$ cat config.mk
export PLATFORM = sky130hd
export DESIGN_NAME = alu_console_p_flat
export DESIGN_NICKNAME = d
export VERILOG_FILES = /design/src/rtl/alu_console_p_if.sv /design/src/rtl/alu_console_p.sv /design/src/flat_wrapper.sv
export SDC_FILE = /design/constraint.sdc
export NUM_CORES = 1
export LEC_CHECK = 0
export CORE_MARGIN = 8
export CORE_UTILIZATION = 30
export DETAILED_ROUTE_END_ITERATION = 6
export PLACE_DENSITY_LB_ADDON = 0.3
export SLEW_MARGIN = 30
export SYNTH_ARGS = -nofsm -noshare
export SYNTH_HDL_FRONTEND = slang
export SYNTH_SLANG_ARGS = --single-unit
$ cat constraint.sdc
create_clock -name clk -period 6.23 [get_ports clk]
set_clock_uncertainty 0.2 [all_clocks]
set_input_delay 0.9345 -clock clk [delete_from_list [all_inputs] [get_ports clk]]
set_output_delay 0.9345 -clock clk [all_outputs]
set_load 0.05 [all_outputs]
$ cat src/rtl/alu_console_p_if.sv
`default_nettype none
// ============================================================================
// Module   : alu_console_p_if
// Brief    : Operator bus of the ALU console: data/step/chain entry towards
//            the core, display/phase/busy back towards the display driver.
// Revision : 1.0 - initial release
// ============================================================================
interface alu_console_p_if #(
   parameter int WIDTH = 16
);
   logic [WIDTH-1:0] data;
   logic             step;
   logic             chain;
   logic [WIDTH-1:0] display;
   logic [2:0]       phase;
   logic             busy;

   // Operator side: switches/button drive, display side observes.
   modport master (
      output data, step, chain,
      input  display, phase, busy
   );

   // Console core side.
   modport slave (
      input  data, step, chain,
      output display, phase, busy
   );
endinterface
`default_nettype wire

$ cat src/rtl/alu_console_p.sv
`default_nettype none
// ============================================================================
// Module   : alu_console_p
// Brief    : Step-driven ALU console. Operands and opcode are entered one at
//            a time, single-cycle ops and an iterative shift-add multiply are
//            executed, then the display pages between result and flags.
//            Chain mode reuses the last result as operand A.
// Revision : 1.0 - initial release
// ============================================================================
module alu_console_p #(
   parameter int WIDTH = 16,
   parameter int OPW   = 4,
   parameter int SHW   = $clog2(WIDTH)
) (
   input  wire logic      clk,
   input  wire logic      rst,
   alu_console_p_if.slave bus
);

   // ------------------------------------------------------------------------
   // State and opcode encodings
   // ------------------------------------------------------------------------
   localparam logic [2:0] S_LOAD_A   = 3'd0;
   localparam logic [2:0] S_LOAD_B   = 3'd1;
   localparam logic [2:0] S_LOAD_OP  = 3'd2;
   localparam logic [2:0] S_EXEC     = 3'd3;
   localparam logic [2:0] S_SHOW_RES = 3'd4;
   localparam logic [2:0] S_SHOW_FLG = 3'd5;

   localparam logic [OPW-1:0] OP_ADD = OPW'(0);
   localparam logic [OPW-1:0] OP_SUB = OPW'(1);
   localparam logic [OPW-1:0] OP_AND = OPW'(2);
   localparam logic [OPW-1:0] OP_OR  = OPW'(3);
   localparam logic [OPW-1:0] OP_XOR = OPW'(4);
   localparam logic [OPW-1:0] OP_NOT = OPW'(5);
   localparam logic [OPW-1:0] OP_SLL = OPW'(6);
   localparam logic [OPW-1:0] OP_SRL = OPW'(7);
   localparam logic [OPW-1:0] OP_SRA = OPW'(8);
   localparam logic [OPW-1:0] OP_ROL = OPW'(9);
   localparam logic [OPW-1:0] OP_MUL = OPW'(10);

   localparam int MSB = WIDTH - 1;

   // ------------------------------------------------------------------------
   // Registers
   // ------------------------------------------------------------------------
   logic                 step_q;
   logic [2:0]           state_q, state_d;
   logic [WIDTH-1:0]     a_q, b_q;
   logic [OPW-1:0]       op_q;
   logic [WIDTH-1:0]     result_q;
   logic [4:0]           flags_q;
   logic [WIDTH-1:0]     display_q, display_d;
   logic                 busy_d;

   logic [2*WIDTH-1:0]   mul_acc_q;
   logic [2*WIDTH-1:0]   mul_mcand_q;
   logic [WIDTH-1:0]     mul_mplier_q;
   logic [SHW-1:0]       mul_cnt_q;

   // ------------------------------------------------------------------------
   // Combinational helpers
   // ------------------------------------------------------------------------
   logic                 w_stp;
   logic [SHW-1:0]       w_amt;
   logic [WIDTH:0]       w_add;
   logic [WIDTH-1:0]     w_sub;
   logic [WIDTH:0]       w_sll;      // bit WIDTH is the last bit shifted out
   logic [WIDTH:0]       w_srl;      // bit 0 is the last bit shifted out
   logic [WIDTH:0]       w_sra;
   logic [2*WIDTH-1:0]   w_rol2;     // upper half is the rotated operand
   logic [2*WIDTH-1:0]   w_mul_acc_nxt;
   logic                 w_mul_last;
   logic                 w_exec_done;
   logic [WIDTH-1:0]     w_res;
   logic                 w_c, w_v, w_err;
   logic [4:0]           w_flags;

   assign w_stp = bus.step & ~step_q;
   assign w_amt = b_q[SHW-1:0];

   // Shifting a one-bit-extended operand keeps the shifted-out bit in the
   // extension, so amount 0 naturally yields C = 0.
   assign w_add  = {1'b0, a_q} + {1'b0, b_q};
   assign w_sub  = a_q - b_q;
   assign w_sll  = {1'b0, a_q} << w_amt;
   assign w_srl  = {a_q, 1'b0} >> w_amt;
   assign w_sra  = $unsigned($signed({a_q, 1'b0}) >>> w_amt);
   assign w_rol2 = {a_q, a_q} << w_amt;

   // One shift-add step: the accumulator absorbs the current partial product.
   assign w_mul_acc_nxt = mul_acc_q + (mul_mplier_q[0] ? mul_mcand_q : '0);
   assign w_mul_last    = (mul_cnt_q == SHW'(WIDTH - 1));

   // Single-cycle ops finish on the first EXEC clock, MUL on its last step.
   assign w_exec_done = (state_q == S_EXEC) && ((op_q != OP_MUL) || w_mul_last);

   // ALU: result plus carry/overflow/error for the current opcode.
   always_comb begin
      w_res = '0;
      w_c   = 1'b0;
      w_v   = 1'b0;
      w_err = 1'b0;
      case (op_q)
         OP_ADD: begin
            w_res = w_add[WIDTH-1:0];
            w_c   = w_add[WIDTH];
            w_v   = (a_q[MSB] == b_q[MSB]) && (w_add[MSB] != a_q[MSB]);
         end
         OP_SUB: begin
            w_res = w_sub;
            w_c   = (a_q < b_q);
            w_v   = (a_q[MSB] != b_q[MSB]) && (w_sub[MSB] != a_q[MSB]);
         end
         OP_AND: w_res = a_q & b_q;
         OP_OR:  w_res = a_q | b_q;
         OP_XOR: w_res = a_q ^ b_q;
         OP_NOT: w_res = ~a_q;
         OP_SLL: begin
            w_res = w_sll[WIDTH-1:0];
            w_c   = w_sll[WIDTH];
         end
         OP_SRL: begin
            w_res = w_srl[WIDTH:1];
            w_c   = w_srl[0];
         end
         OP_SRA: begin
            w_res = w_sra[WIDTH:1];
            w_c   = w_sra[0];
         end
         OP_ROL: w_res = w_rol2[2*WIDTH-1:WIDTH];
         OP_MUL: begin
            w_res = w_mul_acc_nxt[WIDTH-1:0];
            w_c   = |w_mul_acc_nxt[2*WIDTH-1:WIDTH];
         end
         default: w_err = 1'b1;
      endcase
   end

   assign w_flags = {w_err, w_v, w_c, w_res[MSB], (w_res == '0)};

   // ------------------------------------------------------------------------
   // FSM
   // ------------------------------------------------------------------------
   // State register; also tracks the button level for edge detection.
   always_ff @(posedge clk or posedge rst) begin
      if (rst) begin
         state_q <= S_LOAD_A;
         step_q  <= 1'b0;
      end else begin
         state_q <= state_d;
         step_q  <= bus.step;
      end
   end

   // Next-state logic; button events during EXEC are dropped, not queued.
   always_comb begin
      state_d = state_q;
      case (state_q)
         S_LOAD_A:   if (w_stp) state_d = S_LOAD_B;
         S_LOAD_B:   if (w_stp) state_d = S_LOAD_OP;
         S_LOAD_OP:  if (w_stp) state_d = S_EXEC;
         S_EXEC:     if (w_exec_done) state_d = S_SHOW_RES;
         S_SHOW_RES: if (w_stp) state_d = S_SHOW_FLG;
         S_SHOW_FLG: if (w_stp) state_d = bus.chain ? S_LOAD_B : S_LOAD_A;
         default:    state_d = S_LOAD_A;
      endcase
   end

   // Output decode: busy flag and the word to be registered onto the display.
   always_comb begin
      busy_d    = (state_q == S_EXEC);
      display_d = '0;
      case (state_q)
         S_LOAD_A, S_LOAD_B, S_LOAD_OP: display_d = bus.data;
         S_SHOW_RES:                    display_d = result_q;
         S_SHOW_FLG:                    display_d = {{(WIDTH-5){1'b0}}, flags_q};
         default:                       display_d = '0;
      endcase
   end

   // Display register: one clock behind the state/data it reflects.
   always_ff @(posedge clk or posedge rst) begin
      if (rst) display_q <= '0;
      else     display_q <= display_d;
   end

   // ------------------------------------------------------------------------
   // Datapath
   // ------------------------------------------------------------------------
   // Operand/opcode capture, chain reload of A, and result/flags write-back.
   always_ff @(posedge clk or posedge rst) begin
      if (rst) begin
         a_q      <= '0;
         b_q      <= '0;
         op_q     <= '0;
         result_q <= '0;
         flags_q  <= '0;
      end else begin
         if (state_q == S_LOAD_A && w_stp)  a_q  <= bus.data;
         if (state_q == S_LOAD_B && w_stp)  b_q  <= bus.data;
         if (state_q == S_LOAD_OP && w_stp) op_q <= bus.data[OPW-1:0];
         if (state_q == S_SHOW_FLG && w_stp && bus.chain) a_q <= result_q;
         if (w_exec_done) begin
            result_q <= w_res;
            flags_q  <= w_flags;
         end
      end
   end

   // Multiplier: primed when the opcode is committed, then one shift-add per
   // EXEC clock for exactly WIDTH clocks.
   always_ff @(posedge clk or posedge rst) begin
      if (rst) begin
         mul_acc_q    <= '0;
         mul_mcand_q  <= '0;
         mul_mplier_q <= '0;
         mul_cnt_q    <= '0;
      end else if (state_q == S_LOAD_OP && w_stp) begin
         mul_acc_q    <= '0;
         mul_mcand_q  <= {{WIDTH{1'b0}}, a_q};
         mul_mplier_q <= b_q;
         mul_cnt_q    <= '0;
      end else if (state_q == S_EXEC && op_q == OP_MUL) begin
         mul_acc_q    <= w_mul_acc_nxt;
         mul_mcand_q  <= {mul_mcand_q[2*WIDTH-2:0], 1'b0};
         mul_mplier_q <= {1'b0, mul_mplier_q[WIDTH-1:1]};
         mul_cnt_q    <= mul_cnt_q + SHW'(1);
      end
   end

   assign bus.display = display_q;
   assign bus.phase   = state_q;
   assign bus.busy    = busy_d;

endmodule
`default_nettype wire

$ cat src/flat_wrapper.sv
// flat-port wrapper written by rule: the top's interface ports become plain ports
module alu_console_p_flat 
#(
   parameter int WIDTH = 16,
   parameter int OPW   = 4,
   parameter int SHW   = $clog2(WIDTH)
)
  (clk, rst, bus_data, bus_step, bus_chain, bus_display, bus_phase, bus_busy);
  alu_console_p_if #(.WIDTH(WIDTH)) bus_i ();
  input  wire logic clk;
  input  wire logic rst;
  input wire logic [$bits(bus_i.data)-1:0] bus_data;
  input wire logic [$bits(bus_i.step)-1:0] bus_step;
  input wire logic [$bits(bus_i.chain)-1:0] bus_chain;
  output wire logic [$bits(bus_i.display)-1:0] bus_display;
  output wire logic [$bits(bus_i.phase)-1:0] bus_phase;
  output wire logic [$bits(bus_i.busy)-1:0] bus_busy;
  assign bus_i.data = bus_data;
  assign bus_i.step = bus_step;
  assign bus_i.chain = bus_chain;
  assign bus_display = bus_i.display;
  assign bus_phase = bus_i.phase;
  assign bus_busy = bus_i.busy;
  alu_console_p #(.WIDTH(WIDTH), .OPW(OPW), .SHW(SHW)) u_core (.clk(clk), .rst(rst), .bus(bus_i));
endmodule
Yosys cells after proc, flatten, opt, wreduce, memory -nomap -nowiden
Index checks and enable logic that the tools add are counted.
- output and inout bits: 20
- logic and storage cells: 97
- bits in registers: 161
- bits of input ports: 20
- magnitude comparators: 1
- reduce and logical (&&, ||, !) cells: 19
- equal/unequal tests: 27
- muxes and demuxes: 24
- add/subtract/negate cells: 4
- bitwise gates (word level): 6
- shift operators: 4
- operator list (kind ; count):
    one-hot mux 16 bit (11 select lines) ; 1
    2-to-1 mux 32 bit ; 5
    2-to-1 mux 16 bit ; 4
    one-hot mux 16 bit (3 select lines) ; 1
    adder 32 bit ; 1
    left shift 32 x 4 -> 32 bit ; 1
    2-to-1 mux 3 bit ; 6
    one-hot mux 3 bit (6 select lines) ; 1
    adder 16 x 16 -> 17 bit ; 1
    left shift 16 x 4 -> 17 bit ; 1
    right shift 17 x 4 -> 17 bit ; 1
    >>> shifter 17 x 4 -> 17 bit ; 1
    AND 16 bit ; 1
    == test 4 x 3 -> 1 bit, second input constant ; 4
    == test 4 bit, second input constant ; 4
    zero test 16 bit ; 1
    < comparator 16 bit ; 1
    NOT 16 bit ; 1
    OR 16 bit ; 1
    OR reduction 16 bit ; 1
    subtractor 16 bit ; 1
    XOR 16 bit ; 1
    != test 2 x 1 -> 1 bit, second input constant ; 6
    OR reduction 11 bit ; 1
    22 further kinds ; 38

Logic depth before layout (Yosys ltp)
- depth after elaboration: 5
- depth in mapped cells: 15
- depth with buffers taken out: 14

Least setup slack after synthesis
OpenSTA, ideal clock, no wires.
- kind: register -> register
- from: reg u_core.mul_mplier_q[0]
- to: reg u_core.flags_q[2]
- clock period less this slack: 3.721 ns
- slack: 2.509 ns
- arrival: 3.390 ns
- stages on the path, launching flop included: 14
- path buffers: 0
- required time: 5.899 ns
- library setup time: 0.131 ns
- path through: dfrtp_1 -> and2_1 -> ha_1 -> fa_1 -> a21o_1 -> nand4_2 -> a21oi_2 -> o2111a_1 -> or3_1 -> a222oi_1 -> nand4_1 -> or4_1 -> nor4_1 -> a31oi_1
- longest elaborated chain between the ends: 4
- RTL lines (what ; RTL line ; text):
    start: declaration ; alu_console_p.sv:58 ; logic [WIDTH-1:0] mul_mplier_q;
    start signal: assignment ; alu_console_p.sv:222 ; mul_mplier_q <= b_q;
    start signal: assignment ; alu_console_p.sv:227 ; mul_mplier_q <= {1'b0, mul_mplier_q[WIDTH-1:1]};
    2-to-1 mux 32 bit ; alu_console_p.sv:92 ; assign w_mul_acc_nxt = mul_acc_q + (mul_mplier_q[0] ? mul_mcand_q : '0);
    adder 32 bit ; alu_console_p.sv:92 ;
    OR reduction 16 bit ; alu_console_p.sv:134 ; w_c = |w_mul_acc_nxt[2*WIDTH-1:WIDTH];
    one-hot mux 1 bit (6 select lines) ; alu_console_p.sv:104 ; case (op_q)
    end signal: assignment ; alu_console_p.sv:206 ; flags_q <= w_flags;
    end: declaration ; alu_console_p.sv:52 ; logic [4:0] flags_q;
Every way passes these cells.
A chain may end at the register's enable or synchronous reset.

Worst setup path after layout
- from: reg u_core.b_q[0]
- to: reg u_core.flags_q[0]
- longest elaborated chain between the ends: 3
- elaborated cells between the ends (all ways): 11
- classes of those cells: add/sub: 2; shift: 4; mux: 1; bitwise: 3; reduce/logical: 1
- RTL lines (what ; RTL line ; text):
    start: declaration ; alu_console_p.sv:49 ; logic [WIDTH-1:0] a_q, b_q;
    start signal: assignment ; alu_console_p.sv:201 ; if (state_q == S_LOAD_B && w_stp) b_q <= bus.data;
    subtractor 16 bit, or another cell as far along ; alu_console_p.sv:85 ; assign w_sub = a_q - b_q;
    one-hot mux 16 bit (11 select lines) * ; alu_console_p.sv:104 ;
    zero test 16 bit * ; alu_console_p.sv:140 ; assign w_flags = {w_err, w_v, w_c, w_res[MSB], (w_res == '0)};
Every way passes the cells marked *; elsewhere a longest branch is shown, timed or not.

==> out/qor_table.md <==
| Result | Value | Unit |
| --- | --- | --- |
| Number of standard-cell rows in the floorplan | 77 | - |
| IO Port Bufs | 39 | - |
| Clock buffer count from CTS | 17 | - |
| Total detailed-routing wirelength | 49760 | um |
| Time the final worst path needs with I/O delays and setup | 4.583 | ns |
| Die Area | 0.05103 | sq mm |
| #FFs+latches synth | 160 | - |
| Share of total power in the clock network | 0.132 | - |
| Outcome | complete, no violations | - |
| Filler instances | 4549 | - |
| Leakage | 6.352 | nW |
| First-pass GRT wire length | 76530 | um |
| Post-Syn Area per Cell | 8.588 | sq um |
| Half-perimeter wire length of the detailed placement result | 35790 | um |
| Cell type with the highest aggregate area in the netlist | sky130_fd_sc_hd__dfrtp_1 | - |
| Endpoint required time on the critical path | 6.42 | ns |
| Final-layout worst hold slack | 0.2809 | ns |
| Total negative slack | 0 | ns |
| Fraction of the cycle the final worst path needs | 0.7357 | - |
| Number of buffers inserted by post-CTS setup repair | 0 | - |
| DR DRC count | 0 | - |
| Layout overhead on the synthesized area | 11.99 | % |
| Register area share after synthesis | 0.3029 | - |
| Most instantiated library cell after synthesis | sky130_fd_sc_hd__nand2_1 | - |
| Maximum number of pins on one net before global-route repair | 83 | - |
| Share of async-settable or async-resettable flops after synthesis | 1.000 | - |
| Worst skew pair latency | 0.46 | ns |
| Synth warn | 0 | - |
| Final standard cell area without fillers | 0.01480 | sq mm |
| Highest clock frequency the design can meet | 0.2182 | GHz |
| Relative slew slack | 0.3702 | - |
| Number of distinct library cells after synthesis | 89 | - |
| List of cells traversed by the critical path | ha_1 > fa_1 > a211oi_1 > o21a_1 > o21ai_0 > a2111oi_0 > o41ai_1 > nand2_1 > o311ai_0 > a221oi_1 > nor3b_1 > a32o_1 | - |
| Total number of nets in the final design | 1619 | - |
| Worst slew pin tran | 0.9448 | ns |
| FF-to-FF Start | u_core.b_q[0] | - |
| Number of levels the H-tree was split into | 4 | - |
| WL/cell | 23.49 | um |
| Cell area after placement | 0.01417 | sq mm |
| Remaining Overflow, GRT | 0 | - |
| Share of final-layout standard cells stronger than drive strength 1 | 0.09633 | - |
| Die outline width | 225.9 | um |
| Category of the worst setup path capture point | register | - |
| CP max-delay cell | sky130_fd_sc_hd__a2111oi_0 | - |
| Fraction of power consumed by combinational cells | 0.636 | - |
| Sequential share of power | 0.232 | - |
| Antenna violations before repair | 0 | - |
| Number of max-cap violations | 0 | - |
| Number of gates resized after cts | 0 | - |
| Pre-Repair DR Iteration Count | 5 | - |
| Number of buffers and inverters on the critical path | 0 | - |
| Cell family with most CP delay | compound AO/OA/AOI/OAI gates | - |
| Classification of the worst-slack hold path | reg -> reg | - |
| Setup Viol. Count Final | 0 | - |
| Dominant cells by area after synthesis | sky130_fd_sc_hd__dfrtp_1 30%, sky130_fd_sc_hd__ha_1 7.7%, sky130_fd_sc_hd__nand2_1 5.4% | - |
| P per Cell Area | 574.3 | mW/mm^2 |
| Finished Core Util | 0.3377 | - |
| Synth Flop Type | sky130_fd_sc_hd__dfrtp_1 | - |
| Vias post-DR | 12310 | - |
| Capture instance of the worst register-to-register path | u_core.flags_q[0] | - |
| Critical path class | reg -> reg | - |
| Vias in the first global route | 12200 | - |
| Placeable Area | 0.04384 | sq mm |
| CP peak stage delay | 0.71 | ns |
| Ranking of synthesized cells by instance count | 189 x sky130_fd_sc_hd__nand2_1, 160 x sky130_fd_sc_hd__dfrtp_1, 120 x sky130_fd_sc_hd__o21ai_0 | - |
| Destination of the worst hold path | u_core.mul_mplier_q[5] | - |
| Count of final max-slew check failures | 0 | - |
| Post-synthesis cell area | 0.01322 | sq mm |
| Synthesized netlist cell count | 1539 | - |
| CP Max Fanout | 9 | - |
| Root Driver | sky130_fd_sc_hd__clkbuf_16 | - |
| Worst Hold Depth | 2 | - |
| Number of routed nets with antenna violations | 0 | - |
| Reg-to-reg setup timing slack | 1.65 | ns |
| Switching fraction of total power | 0.5194 | - |
| Clock Pin Slew Worst Setup and Hold Paths | 0.07 | ns |
| Number of synthesized flops with an enable pin | 0 | - |
| Final hold violation count | 0 | - |
| Number of placed I/O pins | 40 | - |
| Overall Power | 0.008501 | W |
| First-iteration detailed-routing DRC count | 1220 | - |
| Diodes inserted | 0 | - |
| Unrepaired setup endpoints after global routing | false | - |
| Starting Density | 0.3015 | - |
| VDD IR max | 0.0004454 | V |
| Clock Sinks | 160 | - |
| Share of the synthesized area in the top cell type | 0.3029 | - |
| Hold_buf cts | 0 | - |
| Die outline height | 225.9 | um |
| Total global-route track usage | 0.1957 | - |
| Clock Path Buffers | 2 | - |
| Startpoint type of the worst setup path | register | - |
| Detailed-route vias per instance | 5.813 | - |
| Min-delay src | u_core.mul_mplier_q[5] | - |
| CTS tree | done | - |
| Internal power | 0.004085 | W |
| Cell depth of the worst flop-to-flop path | 12 | - |
| Worst endpoint data arrival time | 4.77 | ns |
| Net switching power of the design | 0.004415 | W |
| Synthesized netlist net count | 1643 | - |
| Final Wtd Congestion | 0.9725 | - |
-- flip-flops by register name, summed over array words and instances (netlist names), 4 cells and up --
signal / flops
u_core.a_q: 16
u_core.b_q: 16
u_core.bus.display: 16
u_core.flags_q: 5
u_core.mul_acc_q: 32
u_core.mul_cnt_q: 4
u_core.mul_mcand_q: 32
u_core.mul_mplier_q: 16
u_core.op_q: 4
u_core.result_q: 15
-- worst max-delay path by stage --
stage	from	end	slack, ns	depth (start not counted)
final	u_core.b_q[0]	u_core.flags_q[0]	1.65	12
after global routing	u_core.b_q[0]	u_core.flags_q[2]	1.24	12
after CTS	u_core.mul_mplier_q[0]	u_core.flags_q[2]	1.59	13
after detailed placement	u_core.mul_mplier_q[0]	u_core.flags_q[2]	1.62	13
after global placement	u_core.mul_mplier_q[0]	u_core.flags_q[2]	1.69	13
after floorplan	rst	u_core.a_q[0]	0.78	1
-- final cells by class --
cell class | instances | area [sq um] | share of cell area
clock inverters | 10 | 163.9 | 0.01107
clock buffers | 20 | 436.7 | 0.02950
repair buffers | 75 | 693.2 | 0.04683
multi-input cells | 1206 | 8546 | 0.5773
flip-flops and latches | 160 | 4010 | 0.2709
well taps | 592 | 740.7 | 0.05004
inverters | 55 | 211.5 | 0.01429
-- cells in the final DEF, fill, tap and decap left out, types with 39 or more instances in the layout --
cell	count
sky130_fd_sc_hd__clkdlybuf4s50_1	39
sky130_fd_sc_hd__nand2_1	188
sky130_fd_sc_hd__dfrtp_1	155
sky130_fd_sc_hd__o21ai_0	120
sky130_fd_sc_hd__inv_1	53
sky130_fd_sc_hd__ha_1	81
sky130_fd_sc_hd__a22o_1	48
sky130_fd_sc_hd__nor2_1	104
sky130_fd_sc_hd__a21oi_1	89
sky130_fd_sc_hd__mux2i_1	46
-- cell families (layout without fill, tap and decap cells) --
logic type	after synthesis	in the layout	share of synthesized area
XOR/XNOR	38	38	0.02518
buffers and inverters	173	160	0.05415
flip-flops	160	160	0.3029
adder cells (fa/ha/maj)	84	84	0.08123
AND/OR/NAND/NOR	492	492	0.1807
AO/OA/AOI/OAI	507	507	0.2624
multiplexers	85	85	0.09335
-- power groups by stage --
| stage | combinational (W) | sequential, W | clock, W |
|---|---|---|---|
| floorplan | 0.00360 | 0.00188 | 0 |
| global placement | 0.00528 | 0.00195 | 0 |
| detailed placement | 0.00529 | 0.00196 | 0 |
| CTS | 0.00532 | 0.00195 | 0.00114 |
| global route | 0.00580 | 0.00201 | 0.00119 |
| finish | 0.00541 | 0.00197 | 0.00112 |
-- stage by stage --
stage               setup slack [ns]  std cells
detailed placement             1.620       2087
global placement               1.692       2087
finish                         1.647       2118
global route                   1.241       2118
floorplan                     0.7756       1539
CTS                            1.586       2117
-- per-layer routing --
metal,global-route usage,share of wire
met1,0.2704,0.46
met2,0.3012,0.44
met3,0.03571,0.066
met4,0.07275,0.035
met5,0,0
-- worst register-to-register path, delay by kind of cell, from the launching register on --
kind                     cells  cell delay (ns)
AO/OA/AOI/OAI                8             2.51
adder cells (fa/ha/maj)      2             0.78
flip-flops                   1             0.50
AND/OR/NAND/NOR              2             0.51
Power figures use the tool's default switching activity.
